File: src/rtl/mult_seq_pkg.sv
// Shared constants for the sequential multiplier: FSM encodings and defaults.
package mult_seq_pkg;

  typedef enum logic [1:0] {
    ST_IDLE = 2'b00,
    ST_RUN  = 2'b01,
    ST_FIX  = 2'b10,
    ST_DONE = 2'b11
  } state_t;

  localparam int DEF_WIDTH = 16;
  localparam int DEF_CNT_W = 4;

endpackage

File: src/rtl/mult_seq_cla.sv
// WIDTH-bit carry look-ahead adder: per-bit generate/propagate cells grouped
// in pairs, with a group look-ahead chain over the pair G/P terms.
module cla_adder_w #(
  parameter int WIDTH = 16
) (
  input  logic [WIDTH-1:0] A,
  input  logic [WIDTH-1:0] B,
  input  logic             Ci,
  output logic [WIDTH-1:0] S,
  output logic             Co
);

  localparam int NGRP = WIDTH / 2;

  logic [WIDTH-1:0] g, p;

  assign g = A & B;
  assign p = A ^ B;

  // Pair-wise group look-ahead: each group carry comes from the previous
  // group's G/P, and the odd bit inside a pair is resolved from its even bit.
  always_comb begin
    logic cg;
    logic c_odd;
    logic grp_g, grp_p;
    S  = '0;
    cg = Ci;
    for (int k = 0; k < NGRP; k++) begin
      c_odd      = g[2*k] | (p[2*k] & cg);
      S[2*k]     = p[2*k] ^ cg;
      S[2*k+1]   = p[2*k+1] ^ c_odd;
      grp_g      = g[2*k+1] | (p[2*k+1] & g[2*k]);
      grp_p      = p[2*k+1] & p[2*k];
      cg         = grp_g | (grp_p & cg);
    end
    Co = cg;
  end

endmodule

File: src/rtl/mult_seq.sv
// Iterative radix-2 shift-add multiplier; signed operands are handled by
// multiplying magnitudes and negating the 2*WIDTH result at the end.
module mult_seq
  import mult_seq_pkg::*;
#(
  parameter int WIDTH = DEF_WIDTH,
  parameter int CNT_W = DEF_CNT_W
) (
  input  logic               clk,
  input  logic               rst,
  input  logic               start,
  input  logic               sgn,
  input  logic [WIDTH-1:0]   a,
  input  logic [WIDTH-1:0]   b,
  output logic               busy,
  output logic               done,
  output logic [2*WIDTH-1:0] product
);

  localparam logic [WIDTH-1:0] ONE_W   = WIDTH'(1);
  localparam logic [CNT_W-1:0] ONE_C   = CNT_W'(1);
  localparam logic [CNT_W-1:0] CNT_END = CNT_W'(WIDTH - 1);

  state_t             state_q, state_d;
  logic [WIDTH-1:0]   mcand_q, mcand_d;
  logic [WIDTH-1:0]   mplier_q, mplier_d;
  logic [WIDTH-1:0]   acc_q, acc_d;
  logic               neg_q, neg_d;
  logic [CNT_W-1:0]   cnt_q, cnt_d;
  logic [2*WIDTH-1:0] prod_q, prod_d;

  logic [WIDTH-1:0]   add_a, add_b, add_s;
  logic               add_ci, add_co;

  // Single adder shared between the partial-product add and the final negate.
  cla_adder_w #(.WIDTH(WIDTH)) u_cla (
    .A  (add_a),
    .B  (add_b),
    .Ci (add_ci),
    .S  (add_s),
    .Co (add_co)
  );

  // State and datapath registers.
  always_ff @(posedge clk or posedge rst) begin
    if (rst) begin
      state_q  <= ST_IDLE;
      mcand_q  <= '0;
      mplier_q <= '0;
      acc_q    <= '0;
      neg_q    <= 1'b0;
      cnt_q    <= '0;
      prod_q   <= '0;
    end else begin
      state_q  <= state_d;
      mcand_q  <= mcand_d;
      mplier_q <= mplier_d;
      acc_q    <= acc_d;
      neg_q    <= neg_d;
      cnt_q    <= cnt_d;
      prod_q   <= prod_d;
    end
  end

  // Next-state, adder operand mux and datapath updates.
  always_comb begin
    state_d  = state_q;
    mcand_d  = mcand_q;
    mplier_d = mplier_q;
    acc_d    = acc_q;
    neg_d    = neg_q;
    cnt_d    = cnt_q;
    prod_d   = prod_q;
    add_a    = acc_q;
    add_b    = '0;
    add_ci   = 1'b0;
    case (state_q)
      ST_IDLE: begin
        if (start) begin
          // Magnitude of -2^(WIDTH-1) wraps to 2^(WIDTH-1), exact as unsigned.
          mcand_d  = (sgn && a[WIDTH-1]) ? (~a + ONE_W) : a;
          mplier_d = (sgn && b[WIDTH-1]) ? (~b + ONE_W) : b;
          neg_d    = sgn & (a[WIDTH-1] ^ b[WIDTH-1]);
          acc_d    = '0;
          cnt_d    = '0;
          state_d  = ST_RUN;
        end
      end
      ST_RUN: begin
        add_a = acc_q;
        add_b = mplier_q[0] ? mcand_q : '0;
        {acc_d, mplier_d} = {add_co, add_s, mplier_q[WIDTH-1:1]};
        cnt_d = cnt_q + ONE_C;
        if (cnt_q == CNT_END) state_d = ST_FIX;
      end
      ST_FIX: begin
        // Low half ~lo + 1 goes through the adder; its carry-out is the
        // carry-in of the high half ~hi + c.
        add_a  = ~mplier_q;
        add_b  = '0;
        add_ci = 1'b1;
        prod_d = neg_q ? {~acc_q + WIDTH'(add_co), add_s} : {acc_q, mplier_q};
        state_d = ST_DONE;
      end
      ST_DONE: state_d = ST_IDLE;
      default: state_d = ST_IDLE;
    endcase
  end

  assign busy    = (state_q != ST_IDLE);
  assign done    = (state_q == ST_DONE);
  assign product = prod_q;

endmodule

File: config.mk
export PLATFORM = sky130hd
export DESIGN_NAME = mult_seq
export DESIGN_NICKNAME = d
export VERILOG_FILES = /design/src/rtl/mult_seq_pkg.sv /design/src/rtl/mult_seq_cla.sv /design/src/rtl/mult_seq.sv
export SDC_FILE = /design/constraint.sdc
export NUM_CORES = 1
export LEC_CHECK = 0
export CORE_ASPECT_RATIO = 1.5
export CORE_MARGIN = 2
export CORE_UTILIZATION = 51
export DETAILED_ROUTE_END_ITERATION = 8
export PLACE_DENSITY = 0.85
export SETUP_SLACK_MARGIN = 0.02
export SKIP_LAST_GASP = 1
export SLEW_MARGIN = 0
export SYNTH_ARGS = -nofsm -noshare
export SYNTH_HDL_FRONTEND = slang
export SYNTH_SLANG_ARGS = --single-unit
export TNS_END_PERCENT = 30
File: constraint.sdc
create_clock -name clk -period 4.59 [get_ports clk]
set_clock_uncertainty 0.05 [all_clocks]
set_input_delay 0.459 -clock clk [delete_from_list [all_inputs] [get_ports clk]]
set_output_delay 0.459 -clock clk [all_outputs]
set_load 0.01 [all_outputs]
Word-level counts from Yosys, hierarchy flattened
Index checks and enable logic that the tools add are counted.
{ "op_classes": {"mux": 16, "div_mod_pow": 0, "n_reduce_logical": 8, "n_addsub": 4, "n_bitwise": 80, "eq_ne": 6, "mul": 0, "shift": 0, "n_lt_le_gt_ge": 0} }
{ "op_table": {"columns": ["op", "n"], "rows": [
  ["2-to-1 mux 16 bit", 7],
  ["NOT 16 bit", 4],
  ["one-hot mux 16 bit (2 select lines)", 2],
  ["AND 1 bit", 33],
  ["adder 16 x 1 -> 16 bit, second input constant", 2],
  ["2-to-1 mux 32 bit", 1],
  ["OR 1 bit", 24],
  ["XOR 1 bit", 17],
  ["adder 16 x 1 -> 16 bit", 1],
  ["AND 16 bit", 1],
  ["XOR 16 bit", 1],
  ["one-hot mux 2 bit (4 select lines)", 1],
  ["one-hot mux 4 bit (2 select lines)", 1],
  ["AND reduction 2 bit", 3],
  ["adder 4 x 1 -> 4 bit, second input constant", 1],
  ["equality test 2 bit, second input constant", 2],
  ["equality test 4 bit, second input constant", 1],
  ["2-to-1 mux 2 bit", 2],
  ["2-to-1 mux 4 bit", 1],
  ["!= test 2 bit, second input constant", 2],
  ["nonzero test 2 bit", 2],
  ["equality test 2 x 1 -> 1 bit, second input constant", 1],
  ["logical AND 1 bit", 2],
  ["zero test 2 bit", 1],
  ["2-to-1 mux 1 bit", 1]
]} }
{ "totals": {"in_bits": 36, "ram_bits": 0, "regBits": 87, "out_inout_bits": 34, "n_memories": 0, "latchBits": 0, "wordCells": 121, "rom_bits": 0} }

Longest topological paths before layout
Gate-level depths: netlist of the first run.
{ "logic_depth": {"word_depth": 22, "mapped_depth": 18, "depth_no_buf": 17} }

Hierarchy
A second synthesis of the first run with hierarchy kept.
{ "unflattened": {"hier_cells": 616, "hier_area_um2": 5659.2} }
{ "modules_own_cells": {"columns": ["mod", "area_per_inst_um2", "cells_each", "seq_area_each_um2", "n_inst"], "rows": [
  ["mult_seq", 5013.6, 545, 2177.1, 1],
  ["cla_adder_w", 645.6, 71, 0.0, 1]
]} }

Worst setup path before layout of the first run
No wires, ideal clock.
{ "synth_path": {"kind": "flip-flop to flip-flop", "start": "reg state_q[0]", "end": "reg prod_q[24] (netlist: product[24])", "stages_incl_launch_ff": 19, "path_slack_ns": 0.341, "t_arrival_ns": 4.062, "setup_ns": 0.137, "synth_period_minus_slack_ns": 4.249, "required_time_ns": 4.403, "path_buffers": 2, "path_cell_list": "dfrtp_1 -> inv_1 -> ha_1 -> clkbuf_1 -> clkbuf_1 -> mux2i_1 -> ha_1 -> o211ai_1 -> o211ai_1 -> a221o_1 -> nor3_1 -> o21bai_1 -> ha_1 -> ha_1 -> nand2b_1 -> or4_1 -> o31ai_1 -> xnor2_1 -> a21oi_1"} }
{ "synth_via": {"elab_chain_len": 22, "elab_cells_between_ends": 49, "classes_between": "add/sub (1); eq/ne (2); mux (4); bitwise (42)"} }
{ "synth_rtl": {"columns": ["element", "line_no", "source"], "rows": [
  ["from (decl)", "mult_seq.sv:24", "state_t state_q, state_d;"],
  ["from (signal assigned)", "mult_seq.sv:55", "state_q <= state_d;"],
  ["equality test 2 bit or equality test 2 x 1 -> 1 bit (tied branches)", "mult_seq.sv:77", "case (state_q)"],
  ["2-to-1 mux 16 bit", "mult_seq.sv:77", null],
  ["XOR 16 bit or AND 16 bit (tied branches)", "mult_seq_cla.sv:18, mult_seq_cla.sv:17", null],
  ["AND 1 bit, on equally long branches", "mult_seq_cla.sv:32, mult_seq_cla.sv:33", null],
  ["OR 1 bit or AND 1 bit (tied branches)", "mult_seq_cla.sv:32, mult_seq_cla.sv:34", null],
  ["OR 1 bit", "mult_seq_cla.sv:34", "cg = grp_g | (grp_p & cg);"],
  ["AND 1 bit", "mult_seq_cla.sv:34", null],
  ["OR 1 bit", "mult_seq_cla.sv:34", null],
  ["(+6 left out)", null, null],
  ["AND 1 bit", "mult_seq_cla.sv:34", null],
  ["OR 1 bit", "mult_seq_cla.sv:34", null],
  ["AND 1 bit", "mult_seq_cla.sv:34", null],
  ["OR 1 bit", "mult_seq_cla.sv:34", null],
  ["AND 1 bit", "mult_seq_cla.sv:34", null],
  ["OR 1 bit", "mult_seq_cla.sv:34", null],
  ["adder 16 x 1 -> 16 bit", "mult_seq.sv:102", "prod_d = neg_q ? {~acc_q + WIDTH'(add_co), add_s} : {acc_q, mplier_q};"],
  ["2-to-1 mux 32 bit", "mult_seq.sv:102", null],
  ["to (signal assigned)", "mult_seq.sv:61", "prod_q <= prod_d;"],
  ["to (decl)", "mult_seq.sv:30", "logic [2*WIDTH-1:0] prod_q, prod_d;"]
]} }
Parallel ways exist; a longest one is shown, timed or not.
A chain may end at the register's enable or synchronous reset.

Final worst setup path of the first run
Ends and elaborated chain as after synthesis.

==> results of run 1 <==
[kinds of logic (layout without fill, tap and decap cells)]
| logic type | after synthesis | after routing |
|---|---|---|
| compound gates | 152 | 152 |
| xor+xnor | 47 | 47 |
| fa+ha+maj | 34 | 34 |
| buf+inv | 60 | 121 |
| flops | 87 | 87 |
| mux | 49 | 49 |
| simple gates | 173 | 173 |
[state kept, by name, indices dropped and copies added, names as in the netlist]
register and cells:
cnt_q 4, mplier_q 16, mcand_q 16, product 32
neg_q 1, acc_q 16, state_q 2
[cell type report]
type                       instances  share of cell area
clock buffer                      15             0.04186
sequential                        87              0.3281
tap                              144             0.02715
multi-input combinational        455              0.4738
inverter                          30             0.01716
timing repair buffer              76              0.1120
[layer usage]
metal / up-vias / routed length [um] / track usage / part of all wire
met5: - / 0 / 0 / 0
met4: 0 / 611 / 0.1327 / 0.044
met3: 38 / 488 / 0.03694 / 0.035
met2: 131 / 7482 / 0.4416 / 0.54
met1: 2230 / 5352 / 0.2879 / 0.38
li1: 2242 / - / - / -
[placed cells by master (no fill, tap or decap), types with 7 or more instances in the layout]
cell and count:
nand2_1 63, dfrtp_1 87, xnor2_1 31, a21oi_1 51, mux2i_1 36, ha_1 26
nor2_1 45, nand3_1 16, fa_1 7, a22o_1 10, xor2_1 16, clkbuf_16 9
mux2_2 11, inv_1 28, and3_1 17, o21ai_1 44, o21ai_0 8, buf_4 7
nor3_1 9, clkdlybuf4s50_1 69, o31ai_1 10
[synthesized netlist by cell type, drive strengths merged (5+ instances only)]
cell | instances | area share
ha | 27 | 0.061
dfrtp | 87 | 0.39
o31ai | 11 | 0.017
nand3 | 17 | 0.016
a31oi | 6 | 0.0068
buf | 8 | 0.0083
and3 | 17 | 0.019
nor2 | 45 | 0.030
o41ai | 5 | 0.0079
nand2 | 63 | 0.043
a22o | 10 | 0.016
nor4 | 5 | 0.011
a21oi | 51 | 0.046
fa | 7 | 0.025
xor2 | 16 | 0.025
nor3 | 9 | 0.0081
xnor2 | 31 | 0.049
o21ai | 53 | 0.048
mux2i | 36 | 0.065
mux2 | 13 | 0.026
clkbuf | 22 | 0.015
inv | 30 | 0.020
[worst register-to-register path: stages (launching register included)]
cell and delay [ns]:
dfrtp_1 0.40, inv_1 0.15, ha_1 0.20, buf_4 0.21, mux2i_1 0.40, ha_1 0.23
o21ai_0 0.10, o2bb2ai_1 0.20, nor3_1 0.30, a21oi_1 0.09, o21bai_1 0.20, ha_1 0.24
ha_1 0.19, nand2b_1 0.13, or4_1 0.47, o31ai_1 0.26, xnor2_1 0.15, a21oi_1 0.08
[power by group]
| group | leakage (uW) | switching, uW | internal, uW | total, uW |
|---|---|---|---|---|
| Combinational | 0.00165 | 1290 | 1060 | 2340 |
| Clock | 0.000136 | 281 | 409 | 690 |
| Sequential | 0.00109 | 322 | 1120 | 1440 |
| Total | 0.00288 | 1890 | 2580 | 4470 |
[path summary, 6_finish.rpt]
| check | to | from | slack, ns | cells after the start |
|---|---|---|---|---|
| worst max-delay path | product[24]$_DFFE_PP0N_ | state_q[0]$_DFFE_PP0P_ | 0.42 | 17 |
| worst min-delay path | mcand_q[9]$_DFFE_PP0P_ | mcand_q[9]$_DFFE_PP0P_ | 0.43 | 2 |
| worst max register to register | product[24]$_DFFE_PP0N_ | state_q[0]$_DFFE_PP0P_ | 0.42 | 17 |
| worst min register to register | mcand_q[9]$_DFFE_PP0P_ | mcand_q[9]$_DFFE_PP0P_ | 0.43 | 2 |
| max in group asynchronous | product[15]$_DFFE_PP0N_ | rst | 3.00 | 3 |
| min in group asynchronous | product[14]$_DFFE_PP0N_ | rst | 0.53 | 2 |
[stage by stage]
step | hold WS, ns | utilization | area (um^2) | std cells
2_1_floorplan | 0.3974 | - | 5557 | 602
3_3_place_gp | 0.4117 | 0.6004 | 6359 | 792
3_5_place_dp | 0.4223 | 0.6004 | 6359 | 792
4_1_cts | 0.4364 | 0.6267 | 6636 | 807
5_1_grt | 0.4457 | 0.6267 | 6636 | 807
6_report | 0.4341 | 0.6267 | 6636 | 807
==> summary.txt, run 1 <==
================================================================================
Outcome ........................................................... finished, final reports clean
TritonCTS sink count ..............................................           87
Post-synth EDFFs ..................................................            0
Count of endpoints failing setup in the final report ..............            0
DR iter-0 viols ...................................................          233
Highest cell delay on the worst timing path .......................      0.47 ns
Gate family responsible for the most delay along the worst path ... compound AO/OA/AOI/OAI gates
Unrepaired setup endpoints after global routing ...................        false
Ratio of routed vias to standard cells ............................        5.751
Critical Path Most Common Cell ....................................         ha_1
Pins over their slew limit ........................................            0
Final-layout setup total negative slack ...........................         0 ns
Fraction of the mapped netlist area in adder cells ................      0.08602
Buffer levels on the longest clock path ...........................            2
Number of max-cap violations ......................................            0
Area of the die ...................................................   11760 um^2
Antenna violations before repair ..................................            0
Flip-flop and latch area ..........................................    2177 um^2
Post-route DRC ....................................................            0
Multiplexer share of the synthesized area .........................      0.09120
XOR/XNOR share of the synthesized area ............................      0.07408
Cts repair resizes ................................................            0
TritonCTS clock tree ..............................................          yes
Count of TritonRoute iterations in the first routing pass .........            5
Main combinational cell family by area after synthesis ............ compound AO/OA/AOI/OAI gates
Hold violation count in the final report ..........................            0
Portion of the post-synthesis area used by sequential elements ....       0.3918
Transition time at the pin with the least slew margin .............     1.170 ns
CTS clk-pin slew, worst paths .....................................      0.06 ns
Antenna diodes ....................................................            0
Netlist area before placement .....................................    5557 um^2
Crit path time final ..............................................     4.174 ns
Static Leak .......................................................  0.002876 uW
Simple-gate share of the synthesized area .........................       0.1491
Std cell rows .....................................................           46
Achievable frequency ..............................................    239.6 MHz
Global-route wire length before repair ............................     23.03 mm
Multi-input combinational cell area ...............................    3144 um^2
Maximum number of pins on one net before global-route repair ......           54
RePlAce Congestion ................................................       0.9379
Worst setup timing slack at the placement stage ...................    0.4303 ns
Remaining global-route overflow ...................................            0
Drt total wl ......................................................     13.93 mm
Total buffers and inverters traversed by the critical path ........            2
IO Port Bufs ......................................................           69
Core footprint ....................................................   10590 um^2
Worst-case headroom to the max-slew limit .........................       0.2182
Relative area change from synthesis to final layout ...............       19.43%
Master cell of the clock root buffer ..............................    clkbuf_16
Critical path data arrival time ...................................      4.34 ns
Number of buffers inserted during clock tree synthesis ............            9
Kind of capture point of the worst setup path .....................         flop
Buffers inserted during post-CTS setup optimization ...............            0
Count of hold buffers inserted by post-cts repair .................            0
Worst-path maximum fanout .........................................            8
Chip Height .......................................................     131.8 um
Overall power .....................................................      4470 uW
Critical Path RT ..................................................      4.76 ns
Width of the die ..................................................     89.23 um
Fraction of layout instances using a drive strength above 1 .......      0.06335
Vias in the first global route ....................................         4681
Compound-gate portion of the synthesized area .....................       0.1644
Detailed placement HPWL ...........................................     11.09 mm
Average cell area after synthesis .................................   9.230 um^2
Class of the tightest hold or removal check .......................   reg -> reg
Number of nets produced by synthesis ..............................          672
Layout Nets .......................................................          729
Critical Path Source Type .........................................         flop
Areal power density over the cells ................................ 673.5 nW/um^2
Final worst-path setup slack ......................................    0.4156 ns
Yosys warns .......................................................            0
Cell-by-cell listing of the critical path ......................... inv_1 -> ha_1 -> buf_4 -> mux2i_1 -> ha_1 -> o21ai_0 -> o2bb2ai_1 -> nor3_1 -> a21oi_1 -> o21bai_1 -> ha_1 -> ha_1 -> nand2b_1 -> or4_1 -> o31ai_1 -> xnor2_1 -> a21oi_1
Critical-path top delay cell ......................................        or4_1
Insertion delay to the later sink of the worst-skew pair ..........      0.34 ns
Period utilisation layout .........................................       0.9094
Maximum level of the CTS H-tree ...................................            3
Fill cells ........................................................          904
Peak supply drop ..................................................    0.2658 mV
Antenna-violating nets left .......................................            0
Post-synthesis instance total .....................................          602
Synthesis-stage register bit count ................................           87
Share of async-settable or async-resettable flops after synthesis .        1.000
Number of distinct library cells after synthesis ..................           51
Routed len/inst ...................................................     17.27 um
Overall global routing resource usage .............................       0.2528
Via count of the routed design ....................................         4641
I/O pins ..........................................................           70
Leading register cell type out of synthesis .......................      dfrtp_1
Effective utilization at floorplan ................................       0.5247
Crit path kind ....................................................   reg -> reg
================================================================================
Note: power is estimated with default switching activity, not from simulation.
==> run 2, diff against run 1 <==
--- a/config.mk
+++ b/config.mk
@@ -9,6 +9,7 @@
 export CORE_MARGIN = 2
 export CORE_UTILIZATION = 51
 export DETAILED_ROUTE_END_ITERATION = 8
+export GPL_ROUTABILITY_DRIVEN = 0
 export PLACE_DENSITY = 0.85
 export SETUP_SLACK_MARGIN = 0.02
 export SKIP_LAST_GASP = 1
==> run 2 against run 1 <==
Against the previous run: utilization up 0.39 points; combinational power up 2%; clock power up 11%; highest routed layer unchanged; global-route usage down 0.22 points; non-clock buffer count up 1; sequential share of layout area down 0.20 points; final cell count up 0.12%; setup slack better by 0.067 ns.
==> summary.txt, run 2 (same netlist as run 1, synthesis figures left out) <==
==================================================================================
Unrepaired setup endpoints after global routing .....................        false
Flip-flop count of the largest register, all copies and words added .           32   unchanged
Count of TritonRoute iterations in the first routing pass ...........            6   +1
DR iter-0 viols .....................................................          265   +14%
Core utilization of the finished layout .............................       0.6306   +0.003899
Vias in the first global route ......................................         4797   +2.5%
Master cell of the clock root buffer ................................    clkbuf_16
Number of max-cap violations ........................................            0   unchanged
Ratio of routed vias to standard cells ..............................        5.885   +2.3%
Maximum number of pins on one net before global-route repair ........           54   unchanged
Count of hold buffers inserted by post-cts repair ...................            0   unchanged
Number of buffers inserted during clock tree synthesis ..............            9   unchanged
Std cell rows .......................................................           46   unchanged
Antenna-violating nets left .........................................            0   unchanged
Achievable frequency ................................................    243.5 MHz   +1.6%
Cts repair resizes ..................................................            0   unchanged
Antenna violations before repair ....................................            0   unchanged
Routed len/inst .....................................................     17.25 um   -0.12%
Overall global routing resource usage ...............................       0.2506   -0.002179
HP Start ............................................................ mcand_q[7]$_DFFE_PP0P_
Width of the die ....................................................     89.23 um   unchanged
Kind of capture point of the worst setup path .......................         flop
Outcome ............................................................. finished, final reports clean
Global-route wire length before repair ..............................     22.77 mm   -1.1%
Clock share of power ................................................        0.167   +0.013
Period utilisation layout ...........................................       0.8949   -0.01459
Switching pwr .......................................................      1920 uW   +1.7%
Final Instance Area .................................................    6678 um^2   +0.62%
Flop-to-flop setup slack ............................................      0.48 ns   +0.07 ns
Final worst-path setup slack ........................................    0.4826 ns   +0.06699 ns
Transition time at the pin with the least slew margin ...............     1.155 ns   -0.01460 ns
Worst-case headroom to the max-slew limit ...........................       0.2280   +0.009758
Post-route DRC ......................................................            0   unchanged
Design internal power ...............................................      2653 uW   +2.8%
Maximum level of the CTS H-tree .....................................            3   unchanged
Crit path kind ......................................................   reg -> reg
Remaining global-route overflow .....................................            0   unchanged
Detailed placement HPWL .............................................     10.90 mm   -1.7%
Class of the tightest hold or removal check .........................   reg -> reg
Core footprint ......................................................   10590 um^2   unchanged
Drt total wl ........................................................     13.93 mm   unchanged
Area of the die .....................................................   11760 um^2   unchanged
Layout Nets .........................................................          730   +0.14%
Crit path launch .................................................... state_q[1]$_DFFE_PP0P_
Reg2reg start ....................................................... state_q[1]$_DFFE_PP0P_
Critical Path Source Type ...........................................         flop
Critical Path RT ....................................................      4.75 ns   about the same
Buffer levels on the longest clock path .............................            2   unchanged
Worst setup timing slack at the placement stage .....................    0.5488 ns   +0.1185 ns
Seq pwr share .......................................................        0.313   -0.009
Part of the power in combinational logic ............................        0.520   -0.004
I/O pins ............................................................           70   unchanged
Buffers inserted during post-CTS setup optimization .................            0   unchanged
Worst-path maximum fanout ...........................................           14   +6
Peak supply drop ....................................................    0.3127 mV   +18%
Hold violation count in the final report ............................            0   unchanged
Share of total power consumed by net switching ......................       0.4198   -0.002640
TritonCTS clock tree ................................................          yes
Overall power .......................................................      4573 uW   +2.3%
Effective utilization at floorplan ..................................       0.5247   unchanged
Most frequent cells in the layout ................................... 87 x dfrtp_1, 69 x clkdlybuf4s50_1, 63 x nand2_1
CTS clk-pin slew, worst paths .......................................      0.06 ns   about the same
Via count of the routed design ......................................         4755   +2.5%
Count of endpoints failing setup in the final report ................            0   unchanged
Crit path time final ................................................     4.107 ns   -0.06699 ns
Chip Height .........................................................     131.8 um   unchanged
IO Port Bufs ........................................................           69   unchanged
Pins over their slew limit ..........................................            0   unchanged
Relative area change from synthesis to final layout .................       20.18%
Most common library cell in the layout ignoring fill and taps .......      dfrtp_1
Areal power density over the cells .................................. 684.7 nW/um^2   +1.7%
Post-place instance area ............................................    6366 um^2   +0.12%
TritonCTS sink count ................................................           87   unchanged
Antenna diodes ......................................................            0   unchanged
Final-layout setup total negative slack .............................         0 ns   unchanged
Insertion delay to the later sink of the worst-skew pair ............      0.35 ns   about the same
Critical path data arrival time .....................................      4.27 ns   -0.07 ns
Fraction of layout instances using a drive strength above 1 .........      0.06928   +0.005929
Static Leak .........................................................  0.002897 uW   +0.71%
==================================================================================
run 2: changes by cell type in the layout (fill, tap and decap cells not counted), sizes merged:
| cell | change |
|---|---|
| clkinvlp | +1 |
| bufinv | +2 |
| buf | +1 |
| clkinv | +3 |
| clkbuf | -6 |
run 2: path summary, 6_finish.rpt:
| kind | endpoint | cells past startpoint |
|---|---|---|
| min in group asynchronous | product[14]$_DFFE_PP0N_ | 2 |
| setup / recovery | product[24]$_DFFE_PP0N_ | 17 |
| setup reg to reg | product[24]$_DFFE_PP0N_ | 17 |
| hold reg to reg | mcand_q[7]$_DFFE_PP0P_ | 2 |
| max in group asynchronous | product[17]$_DFFE_PP0N_ | 3 |
| hold / removal | mcand_q[7]$_DFFE_PP0P_ | 2 |
run 2: layout make-up:
cell class	count	area [um^2]
sequential	87	2177
fill	887	3913
clock inverter	6	86.33
multi-input combinational	455	3144
clock buffer	9	225.2
timing repair buffer	77	750.7
inverter	30	113.9
tap	144	180.2
run 2: power by group through the flow:
stage	clock [uW]	combinational, uW	sequential [uW]
after detailed placement	0	2360	1430
after floorplan	0	1570	1380
after global placement	0	2260	1420
after CTS	773	2380	1430
after global routing	800	2630	1470
final	765	2380	1430
run 2: critical path: stages (launching register included):
cell and delay (ns):
dfrtp_1 0.40, inv_1 0.10, ha_1 0.31, buf_4 0.22, and3_1 0.15, ha_1 0.33, o211ai_1 0.12, o211ai_1 0.19
a221o_1 0.25, nor3_1 0.10, o21bai_1 0.25, ha_1 0.24, ha_1 0.18, nand2b_1 0.12, or4_1 0.44, o31ai_1 0.26
xnor2_1 0.16, a21oi_1 0.08
run 2: metrics by stage:
stage | cells | hold slack [ns]
after floorplan | 602 | 0.3974
after global placement | 793 | 0.4240
after detailed placement | 793 | 0.4193
after CTS | 808 | 0.4341
after global routing | 808 | 0.4686
final | 808 | 0.4327
run 2: metal layers:
metal | share of wire | up-vias | GRT usage | routed length [um]
met5 | 0 | - | 0 | 0
met4 | 0.067 | 0 | 0.1774 | 932
met3 | 0.045 | 69 | 0.03694 | 630
met2 | 0.52 | 186 | 0.4230 | 7259
met1 | 0.37 | 2268 | 0.2774 | 5111
li1 | - | 2232 | - | -
==> run 3, diff against run 2 <==
--- a/config.mk
+++ b/config.mk
@@ -10,6 +10,7 @@
 export CORE_UTILIZATION = 51
 export DETAILED_ROUTE_END_ITERATION = 8
 export GPL_ROUTABILITY_DRIVEN = 0
+export MAX_ROUTING_LAYER = met4
 export PLACE_DENSITY = 0.85
 export SETUP_SLACK_MARGIN = 0.02
 export SKIP_LAST_GASP = 1
==> run 3 against run 2 <==
Against the previous run: non-clock buffer count is the same; worst hold slack is essentially flat; critical path depth is the same; fmax up 0.11%; final cell count is the same; sequential share of layout area unchanged; setup slack better by 0.0045 ns; first-iteration DRC count increased by 11%; register-to-register slack about the same; clock power hardly changed; routed wire length grew 0.50%; via count rose by 0.65%.
==> summary.txt, run 3 (same netlist as run 1, synthesis figures left out) <==
==================================================================================
Switching pwr .......................................................      1924 uW   +0.23%
Remaining global-route overflow .....................................            0   unchanged
Worst-path maximum fanout ...........................................            8   -6
Clock share of power ................................................        0.167   about the same
Met2 Use GR .........................................................       0.4206   -0.002469
Fraction of met1 tracks used by global routing ......................       0.2753   -0.002042
Peak supply drop ....................................................    0.3136 mV   +0.28%
Layout Nets .........................................................          730   unchanged
IO Port Bufs ........................................................           69   unchanged
Final Instance Area .................................................    6678 um^2   unchanged
Global-route wire length before repair ..............................     22.74 mm   -0.12%
Std cell rows .......................................................           46   unchanged
Ratio of routed vias to standard cells ..............................        5.923   +0.65%
Static Leak .........................................................  0.002897 uW   unchanged
Post-route DRC ......................................................            0   unchanged
Core footprint ......................................................   10590 um^2   unchanged
Area of the die .....................................................   11760 um^2   unchanged
Worst-case headroom to the max-slew limit ...........................       0.2204   -0.007594
Buffers inserted during post-CTS setup optimization .................            0   unchanged
Hold violation count in the final report ............................            0   unchanged
Kind of capture point of the worst setup path .......................         flop
Count of placed standard cells including taps .......................          793   unchanged
Critical-path top delay cell ........................................        or4_1
Critical Path Source Type ...........................................         flop
Insertion delay to the later sink of the worst-skew pair ............      0.35 ns   about the same
Fill cells ..........................................................          887   unchanged
Reg2reg start ....................................................... state_q[0]$_DFFE_PP0P_
Worst flop-to-flop path endpoint .................................... product[24]$_DFFE_PP0N_
Crit path kind ......................................................   reg -> reg
Transition time at the pin with the least slew margin ...............     1.167 ns   +0.01136 ns
Outcome ............................................................. finished, final reports clean
Overall power .......................................................      4577 uW   about the same
Hold Path Stages ....................................................            2   unchanged
Layer carrying the most global-route usage ..........................         met2
Worst Hold Endpoint ................................................. mcand_q[8]$_DFFE_PP0P_
Critical Path RT ....................................................      4.75 ns   about the same
Final-layout setup total negative slack .............................         0 ns   unchanged
Gate family responsible for the most delay along the worst path ..... compound AO/OA/AOI/OAI gates
Most common library cell in the layout ignoring fill and taps .......      dfrtp_1
Count of endpoints failing setup in the final report ................            0   unchanged
Antenna diodes ......................................................            0   unchanged
I/O pins ............................................................           70   unchanged
Buffer levels on the longest clock path .............................            2   unchanged
Share of total power consumed by net switching ......................       0.4204   +0.0005456
Core utilization of the finished layout .............................       0.6306   unchanged
Count of TritonRoute iterations in the first routing pass ...........            5   -1
Achievable frequency ................................................    243.7 MHz   +0.11%
HP Start ............................................................ mcand_q[8]$_DFFE_PP0P_
Critical path data arrival time .....................................      4.26 ns   about the same
Routed len/inst .....................................................     17.33 um   +0.50%
Overall global routing resource usage ...............................       0.2575   +0.006917
Areal power density over the cells .................................. 685.4 nW/um^2   about the same
Part of the power in combinational logic ............................        0.520   about the same
Count of hold buffers inserted by post-cts repair ...................            0   unchanged
Period utilisation layout ...........................................       0.8939   -0.0009837
Relative area change from synthesis to final layout .................       20.18%   unchanged
Number of max-cap violations ........................................            0   unchanged
Worst Reg-to-Reg Cells ..............................................           17   unchanged
Pins over their slew limit ..........................................            0   unchanged
Cts repair resizes ..................................................            0   unchanged
Met3 track demand over resource .....................................      0.03945   +0.002505
TritonCTS clock tree ................................................          yes
Highest cell delay on the worst timing path .........................      0.44 ns   about the same
Maximum number of pins on one net before global-route repair ........           54   unchanged
Cell-by-cell listing of the critical path ........................... inv_1 -> ha_1 -> buf_4 -> mux2i_1 -> ha_1 -> o21ai_0 -> o2bb2ai_1 -> nor3_1 -> a21oi_1 -> o21bai_1 -> ha_1 -> ha_1 -> nand2b_1 -> or4_1 -> o31ai_1 -> xnor2_1 -> a21oi_1
Detailed placement HPWL .............................................     10.90 mm   unchanged
Antenna violations before repair ....................................            0   unchanged
CTS clk-pin slew, worst paths .......................................      0.06 ns   about the same
Master cell of the clock root buffer ................................    clkbuf_16
Most frequent cells in the layout ................................... 87 x dfrtp_1, 69 x clkdlybuf4s50_1, 63 x nand2_1
Number of buffers inserted during clock tree synthesis ..............            9   unchanged
Flop-to-flop setup slack ............................................      0.49 ns   about the same
Flip-flop count of the largest register, all copies and words added .           32   unchanged
Vias in the first global route ......................................         4816   +0.40%
Total buffers and inverters traversed by the critical path ..........            2   unchanged
Maximum level of the CTS H-tree .....................................            3   unchanged
TritonCTS sink count ................................................           87   unchanged
Fraction of layout instances using a drive strength above 1 .........      0.06928   unchanged
Unrepaired setup endpoints after global routing .....................        false
Critical Path Most Common Cell ......................................         ha_1
Seq pwr share .......................................................        0.313   about the same
Via count of the routed design ......................................         4786   +0.65%
Design internal power ...............................................      2653 uW   about the same
Post-route non-filler standard cell count ...........................          808   unchanged
Effective utilization at floorplan ..................................       0.5247   unchanged
Chip Height .........................................................     131.8 um   unchanged
Drt total wl ........................................................     14.00 mm   +0.50%
Width of the die ....................................................     89.23 um   unchanged
DR iter-0 viols .....................................................          293   +11%
Antenna-violating nets left .........................................            0   unchanged
Crit path time final ................................................     4.103 ns   -0.004515 ns
Post-place instance area ............................................    6366 um^2   unchanged
Class of the tightest hold or removal check .........................   reg -> reg
==================================================================================
run 3: cell counts in the layout (fill, tap and decap cells not counted):
No cell type changed its count.
run 3: worst max path at each step:
stage	startpoint	endpoint	cells after the start
floorplan	state_q[0]$_DFFE_PP0P_	product[24]$_DFFE_PP0N_	18
global placement	state_q[1]$_DFFE_PP0P_	product[24]$_DFFE_PP0N_	17
detailed placement	state_q[1]$_DFFE_PP0P_	product[24]$_DFFE_PP0N_	17
CTS	state_q[1]$_DFFE_PP0P_	product[24]$_DFFE_PP0N_	17
global route	state_q[0]$_DFFE_PP0P_	product[24]$_DFFE_PP0N_	17
finish	state_q[0]$_DFFE_PP0P_	product[24]$_DFFE_PP0N_	17
run 3: stage by stage:
stage                     hold WS, ns  worst slack (ns)
after global routing           0.4686            0.1089
after floorplan                0.3974            0.3411
after CTS                      0.4341            0.5368
after detailed placement       0.4193            0.5488
after global placement         0.4240            0.7418
final                          0.4329            0.4871
run 3: worst reg2reg max path, cell delays in order (launching register included):
cell and delay (ns):
dfrtp_1 0.40, inv_1 0.15, ha_1 0.19, buf_4 0.20, mux2i_1 0.34, ha_1 0.22, o21ai_0 0.13, o2bb2ai_1 0.19
nor3_1 0.31, a21oi_1 0.07, o21bai_1 0.22, ha_1 0.24, ha_1 0.18, nand2b_1 0.12, or4_1 0.44, o31ai_1 0.26
xnor2_1 0.16, a21oi_1 0.08
run 3: cell type report:
| cell class | count | area (um^2) | share of cell area |
|---|---|---|---|
| Clock buffer | 9 | 225.2 | 0.03373 |
| Clock inverter | 6 | 86.33 | 0.01293 |
| Inverter | 30 | 113.9 | 0.01705 |
| Multi-Input combinational cell | 455 | 3144 | 0.4709 |
| Sequential cell | 87 | 2177 | 0.3260 |
| Tap cell | 144 | 180.2 | 0.02698 |
| Timing Repair Buffer | 77 | 750.7 | 0.1124 |
run 3: power groups by stage:
stage          Clock, uW  Combinational (uW)  Sequential [uW]
4_1_cts              773                2380             1430
2_1_floorplan          0                1570             1380
3_3_place_gp           0                2260             1420
5_1_grt              801                2620             1460
6_report             764                2380             1430
3_5_place_dp           0                2360             1430
run 3: metal layers:
metal / vias up / share of wire
met2: 199 / 0.52
met1: 2278 / 0.37
met3: 80 / 0.047
li1: 2229 / -
met4: 0 / 0.069
met5: - / 0
